===== src/rtl/flex_counter_pkg.sv =====
// Shared types and constants for the flex_counter scheduler.
package flex_counter_pkg;

  localparam int CNT_BITS_DEFAULT = 9;

  typedef enum logic [1:0] {
    IDLE = 2'd0,
    LOAD = 2'd1,
    RUN  = 2'd2,
    DONE = 2'd3
  } sched_state_t;

endpackage


===== src/rtl/rr_arbiter.sv =====
// Combinational round-robin pick: first set request at or after ptr, wrapping.
module rr_arbiter #(
  parameter int NUM_REQ = 4,
  parameter int IDX_W   = $clog2(NUM_REQ)
) (
  input  logic [NUM_REQ-1:0] req,
  input  logic [IDX_W-1:0]   ptr,
  output logic [NUM_REQ-1:0] gnt,
  output logic [IDX_W-1:0]   idx,
  output logic               valid
);

  int j;

  always_comb begin
    gnt   = '0;
    idx   = '0;
    valid = 1'b0;
    j     = 0;
    for (int i = 0; i < NUM_REQ; i++) begin
      j = int'(ptr) + i;
      if (j >= NUM_REQ) j = j - NUM_REQ;
      if (!valid && req[j]) begin
        valid  = 1'b1;
        idx    = IDX_W'(j);
        gnt[j] = 1'b1;
      end
    end
  end

endmodule


===== src/rtl/flex_counter_sched.sv =====
// Round-robin scheduler sharing one flex_counter among NUM_REQ interval requesters.
//   state | meaning
//   IDLE  | waiting for any request, arbitrate round-robin
//   LOAD  | counter cleared, rollover value = latched length
//   RUN   | counter enabled by tick, wait for rollover or abort
//   DONE  | one-cycle done pulse to owner, counter cleared
module flex_counter_sched
  import flex_counter_pkg::*;
#(
  parameter int NUM_REQ      = 4,
  parameter int NUM_CNT_BITS = CNT_BITS_DEFAULT
) (
  input  logic                            clk,
  input  logic                            rst,
  input  logic                            tick,
  input  logic [NUM_REQ-1:0]              req,
  input  logic [NUM_REQ*NUM_CNT_BITS-1:0] req_len,
  output logic [NUM_REQ-1:0]              grant,
  output logic [NUM_REQ-1:0]              done,
  output logic                            busy,
  output logic                            cnt_clear,
  output logic                            cnt_enable,
  output logic [NUM_CNT_BITS-1:0]         cnt_rollover_val,
  input  logic                            cnt_rollover_flag
);

  localparam int IDX_W = $clog2(NUM_REQ);

  sched_state_t             state;
  logic [IDX_W-1:0]         rr_ptr;
  logic [IDX_W-1:0]         owner_q;
  logic [NUM_CNT_BITS-1:0]  len_q;
  logic [NUM_REQ-1:0]       arb_gnt;
  logic [IDX_W-1:0]         arb_idx;
  logic                     arb_valid;
  logic [NUM_CNT_BITS-1:0]  win_len;
  logic                     abort;

  function automatic logic [IDX_W-1:0] wrap_inc(input logic [IDX_W-1:0] i);
    if (int'(i) == NUM_REQ - 1) return '0;
    return i + 1'b1;
  endfunction

  rr_arbiter #(.NUM_REQ(NUM_REQ), .IDX_W(IDX_W)) u_arb (
    .req   (req),
    .ptr   (rr_ptr),
    .gnt   (arb_gnt),
    .idx   (arb_idx),
    .valid (arb_valid)
  );

  assign win_len = req_len[arb_idx*NUM_CNT_BITS +: NUM_CNT_BITS];

  // Rollover wins over a simultaneous request drop.
  assign abort = (state == RUN) && !cnt_rollover_flag && !req[owner_q];

  // The counter's own reset handles the reset cycle, so nothing is driven then.
  assign cnt_clear        = !rst && ((state == LOAD) || (state == DONE) || abort);
  assign cnt_enable       = !rst && (state == RUN) && !abort && tick;
  assign cnt_rollover_val = len_q;

  always_ff @(posedge clk) begin
    if (rst) begin
      state   <= IDLE;
      rr_ptr  <= '0;
      owner_q <= '0;
      len_q   <= '0;
      grant   <= '0;
      done    <= '0;
      busy    <= 1'b0;
    end else begin
      done <= '0;
      case (state)
        IDLE: begin
          if (arb_valid) begin
            grant   <= arb_gnt;
            owner_q <= arb_idx;
            len_q   <= win_len;
            busy    <= 1'b1;
            state   <= LOAD;
          end
        end
        LOAD: begin
          if (len_q == '0) begin
            done  <= grant;
            state <= DONE;
          end else begin
            state <= RUN;
          end
        end
        RUN: begin
          if (cnt_rollover_flag) begin
            done  <= grant;
            state <= DONE;
          end else if (!req[owner_q]) begin
            grant  <= '0;
            busy   <= 1'b0;
            rr_ptr <= wrap_inc(owner_q);
            state  <= IDLE;
          end
        end
        DONE: begin
          grant  <= '0;
          busy   <= 1'b0;
          rr_ptr <= wrap_inc(owner_q);
          state  <= IDLE;
        end
        default: state <= IDLE;
      endcase
    end
  end

endmodule


===== config.mk =====
export PLATFORM = sky130hd
export DESIGN_NAME = flex_counter_sched
export DESIGN_NICKNAME = d
export VERILOG_FILES = /design/src/rtl/flex_counter_pkg.sv /design/src/rtl/rr_arbiter.sv /design/src/rtl/flex_counter_sched.sv
export SDC_FILE = /design/constraint.sdc
export NUM_CORES = 1
export LEC_CHECK = 0
export CAP_MARGIN = 5
export CORE_ASPECT_RATIO = 2
export CORE_UTILIZATION = 45
export CTS_CLUSTER_SIZE = 14
export DETAILED_ROUTE_END_ITERATION = 8
export PLACE_DENSITY_LB_ADDON = 0.1
export SLEW_MARGIN = 15
export SYNTH_ARGS = -nofsm -noshare
export SYNTH_HDL_FRONTEND = slang
export SYNTH_HIERARCHICAL = 1
export SYNTH_SLANG_ARGS = --single-unit

===== constraint.sdc =====
create_clock -name clk -period 3.4 [get_ports clk]
set_input_delay 0.68 -clock clk [delete_from_list [all_inputs] [get_ports clk]]
set_output_delay 0.68 -clock clk [all_outputs]
set_load 0.05 [all_outputs]

# Word-level counts from Yosys, hierarchy flattened
# Index checks and enable logic that the tools add are counted.
# word_totals
regBits	24
in_bits	44
out_inout_bits	20
word_cells	138
# classes
add_sub_neg	8
n_mul	1
n_lt_le_gt_ge	13
n_eq_ne	8
n_shift	1
mux	67
bitwise_logic	3
reduce_logical	30
# op_table
operator	count
32-bit by 1-bit greater-or-equal comparator with 1-bit output (second input constant)	4
32-bit by 4-bit less-than comparator with 1-bit output (second input constant)	4
32-bit 2-to-1 mux	4
32-bit by 4-bit greater-or-equal comparator with 1-bit output (second input constant)	3
32-bit by 4-bit subtractor with 32-bit output (second input constant)	3
4-bit 2-to-1 mux	9
36-bit by 7-bit variable part select with 9-bit output	1
1-bit 2-to-1 mux	28
2-bit 2-to-1 mux	12
1-bit logical AND	13
4-bit bitwise OR	3
4-bit case mux with 3 select lines	1
1-bit binary-select mux with 2-bit select	5
9-bit logical NOT	1
1-bit demux with 2-bit select	4
2-bit case mux with 4 select lines	1
4-bit case mux with 2 select lines	1
1-bit logical NOT	7
2-bit by 2-bit adder with 3-bit output (second input constant)	2
2-bit by 4-bit multiplier with 6-bit output (second input constant)	1
2-bit inequality test (second input constant)	3
2-bit by 1-bit equality test with 1-bit output (second input constant)	2
2-bit equality test (second input constant)	2
2-bit case mux with 2 select lines	1
other kinds (14)	16

# Longest topological paths before layout
# logic_depth
word_depth	17
depth_mapped	12
ltp_nobuf	9

# Modules after synthesis
# Netlist, hierarchy kept.
# modules_own_cells
mod	n_inst	cells_per_inst	area_per_inst_um2	seq_area_each_um2
flex_counter_sched	1	137	1347.5	480.5
rr_arbiter	1	48	456.7	0.0

# Worst setup path after synthesis
# Ideal clock, no wire load.
# synth_timing
path_kind	input port to output port
from	input port req[1]
to	output port cnt_enable
t_arrival_ps	2266
t_required_ps	2720
setup_slack_ps	454
path_stages	3
path_buffers	0
path_cell_list	mux4_2 -> o21ai_2 -> nor3b_1
# synth_via
elab_chain_cells	7
# synth_lines
item	line	source
start: declaration	flex_counter_sched.sv:16	input logic [NUM_REQ-1:0] req,
1-bit binary-select mux with 2-bit select	flex_counter_sched.sv:55	assign abort = (state == RUN) && !cnt_rollover_flag && !req[owner_q];
1-bit 2-to-1 mux (implied by the code)	flex_counter_sched.sv:55	
1-bit logical NOT	n/a	
1-bit logical AND	flex_counter_sched.sv:55	
1-bit logical NOT	flex_counter_sched.sv:59	assign cnt_enable = !rst && (state == RUN) && !abort && tick;
1-bit logical AND (2 in a row)	flex_counter_sched.sv:59	
end: declaration	flex_counter_sched.sv:22	output logic cnt_enable,
# No other way between the ends. The select of a mux whose other input is x is not followed.

# Worst setup path after layout
# layout_timing
from	register rr_ptr[1]
to	register state[1]
# layout_via
elab_chain_cells	17
word_cells_on_any_way	39
cone_classes	add/sub: 7; order compare: 4; eq/ne: 1; mux: 20; reduce/logical: 7
# layout_lines
item	line	source
start: declaration	flex_counter_sched.sv:30	logic [IDX_W-1:0] rr_ptr;
start signal: assignment	flex_counter_sched.sv:98	rr_ptr <= wrap_inc(owner_q);
start signal: assignment	flex_counter_sched.sv:105	rr_ptr <= wrap_inc(owner_q);
parallel branches: the longest is 14 deep, another holds 32-bit by 4-bit subtractor with 32-bit output	n/a	
1-bit 2-to-1 mux (*)	rr_arbiter.sv:23	if (!valid && req[j]) begin
named net arb_valid	flex_counter_sched.sv:35	logic arb_valid;
2-bit inequality test (no source line) (*)	n/a	
2-bit AND reduction (no source line) (*)	n/a	
end signal: assignment	flex_counter_sched.sv:64	state <= IDLE;
end signal: assignment	flex_counter_sched.sv:80	state <= LOAD;
end signal: assignment	flex_counter_sched.sv:86	state <= DONE;
end: declaration	flex_counter_sched.sv:29	sched_state_t state;
# Mark *: on every way through the listed nets, which the timed path passes. The select of a mux whose other input is x is not followed.
# A chain may end at the register's enable or synchronous reset.

==> run metrics <==
initial antenna violation count=0; Synth async-reset ratio=0%; post_cts resized=0; HPWL Detailed=3760 µm; critical path startpoint=rr_ptr[1]; Sink Count=24; worst vdd ir=0.316 mV; synthesized area=1800 µm²; R2R Path End=state[1]; Avg Inst Size Synth=9.75 µm²; critical path endpoint category=register; clk slew on worst S/H paths=80 ps; Area after DPL=2540 µm²; CTS root buf=clkbuf_8; CP arrival=3220 ps; core area=3840 µm²; skew final=3.25 ps; CTS tree=built; Die H=91.5 µm; post-synthesis sequential area ratio=26.6%; Vias=1716; Top-Level Pins=64; Max Slew Vio Count=0; Synthesis Warnings=6; max-cap violation count=0; period utilization=90.0%; Cell variety after synth=40; Final Setup Violations=0; via/cell ratio=5.68; CP max stage cell=dfxtp_1; postcts setup bufs=0; row count=32; family with the most delay on the worst path=simple AND/OR/NAND/NOR gates; Cells after Synth=185; Main synth FF type=dfxtp_1; H-tree Lvls=1; Hold Startpoint=cnt_rollover_val[8]; fraction of layout cells with a size suffix above 1=15.1%; kind of critical path=reg2reg; CP Depth=9; critical path fanouts, max=11; Initial DRT Pass Iterations=4; Die Wd=46.8 µm; metal3 WL=143 µm; worst slew pin tran=579 ps; RSZ-0062 raised after global routing=no; Hold Crit Class=reg2reg; commonest non-fill, non-tap cells in the layout=61 x clkdlybuf4s50_1, 24 x nand2_1, 24 x dfxtp_1; final hold violations=0; FF-to-FF path depth=9; commonest non-fill, non-tap cell in the layout=clkdlybuf4s50_1; hold_ws=480 ps; CP cell instances=inv_1 > ha_1 > mux4_2 > buf_4 > nor3_1 > nand2b_1 > nand2b_1 > or3_1 > o311ai_0; vias in the first global route=1734; worst skew pair latency=260 ps; total track usage=23.4%; critical path launch point type=register; Critical path buffers and inverters=2; drc violations=0; initial drt markers=24; Die ar.=4280 µm²; post-route ant nets=0; total gr overflow=0; min Tclk post-route=3060 ps; Pleak=0.000937 µW; number of nets in the layout=310; clock buffer depth=2; Port Buffers=63; Starting Density=46.9%; global-route wire length before repair=7460 µm; DR WL met2=2790 µm; Synth-to-Final Area Change=44.1%; worst r2r src=rr_ptr[1]; Worst Setup EP=state[1]; Hold-fix buffers, CTS=0; Design Power=1500 µW; total CTS buffers=3; flop-to-flop setup slack=340 ps; n_diodes=0; Routability Congestion=0.840; largest net degree at the start of global routing=30; f_max=0.327 GHz; relative slew slack=61.2%; Post-synth EDFFs=0; Worst path most repeated cell=nand2b_1; Final Util=67.6%; flops & latches, synth=24; PD cells=577 nW/µm²; CP required=3560 ps; Fin Setup TNS=0 ps; drt wl/cell=14.8 µm; post-route cell area=2600 µm²; wl on met1=1440 µm; Top Metal Used=met4; Max stage delay on crit path=580 ps; syn_nets=243; status=finished, final reports clean; layout filler cell count=329; final wirelength=4460 µm
## synth_stat cells (all sizes together), types with 4 or more instances
cell	count	area, µm²
buf	4	31.3
nor3	4	25.0
a22oi	8	60.1
a211oi	9	67.6
a31oi	5	31.3
a21oi	15	75.1
mux4	14	323
dfxtp	24	480
ha	14	175
nand2	24	90.1
o21ai	6	33.8
nor2b	4	25.0
nand2b	6	37.5
nor2	4	15.0
clkbuf	8	30.0
inv	7	26.3
nor4bb	4	40.0
## stage by stage
step | instances | worst slack, ps
floorplan | 185 | 454
global placement | 298 | 121
detailed placement | 298 | 39.6
CTS | 302 | 317
global route | 302 | 98.0
finish | 302 | 339
## report_power, final
part,switching (µW),internal [µW]
registers,53.0,342
clock network,87.5,103
logic,506,409
total,646,854
## registers in the layout, summed over array words and instances (netlist names)
signal / count
done: 4
owner_q: 2
grant: 4
cnt_rollover_val: 9
rr_ptr: 2
state: 2
busy: 1
## worst reg2reg max path: stages, from the launching register on
cell and delay [ps]:
dfxtp_1 580, inv_1 200, ha_1 400, mux4_2 340, buf_4 170, nor3_1 310, nand2b_1 210, nand2b_1 300
or3_1 350, o311ai_0 90
## layer usage
layer	up-vias	track usage, %
met5	-	0
met4	0	8.57
met3	7	2.39
met2	52	45.3
met1	818	22.7
li1	839	-
## kinds of logic (layout without fill, tap and decap cells)
group	after synthesis	in the layout	synth area share, %
AND/OR/NAND/NOR	56	56	17.6
buffers and inverters	19	85	4.85
flip-flops	24	24	26.6
AO/OA/AOI/OAI	53	53	20.1
adder cells (fa/ha/maj)	14	14	9.71
multiplexers	19	19	21.1
## cell type report
cell class,count,area (µm²),share of cell area [%]
inverters,7,26.3,1.01
well taps,51,63.8,2.45
flip-flops and latches,24,480,18.5
clock buffers,4,55.1,2.12
repair buffers,74,733,28.2
multi-input cells,142,1240,47.7
## worst min-delay path by stage
stage / cells past startpoint / slack, ps / end
final: 2 / 480 / cnt_rollover_val[8]
after CTS: 2 / 480 / cnt_rollover_val[1]
after floorplan: 2 / 460 / owner_q[1]
after global placement: 2 / 460 / cnt_rollover_val[8]
after global routing: 2 / 510 / cnt_rollover_val[1]
after detailed placement: 2 / 460 / cnt_rollover_val[8]
Power figures use the tool's default switching activity.
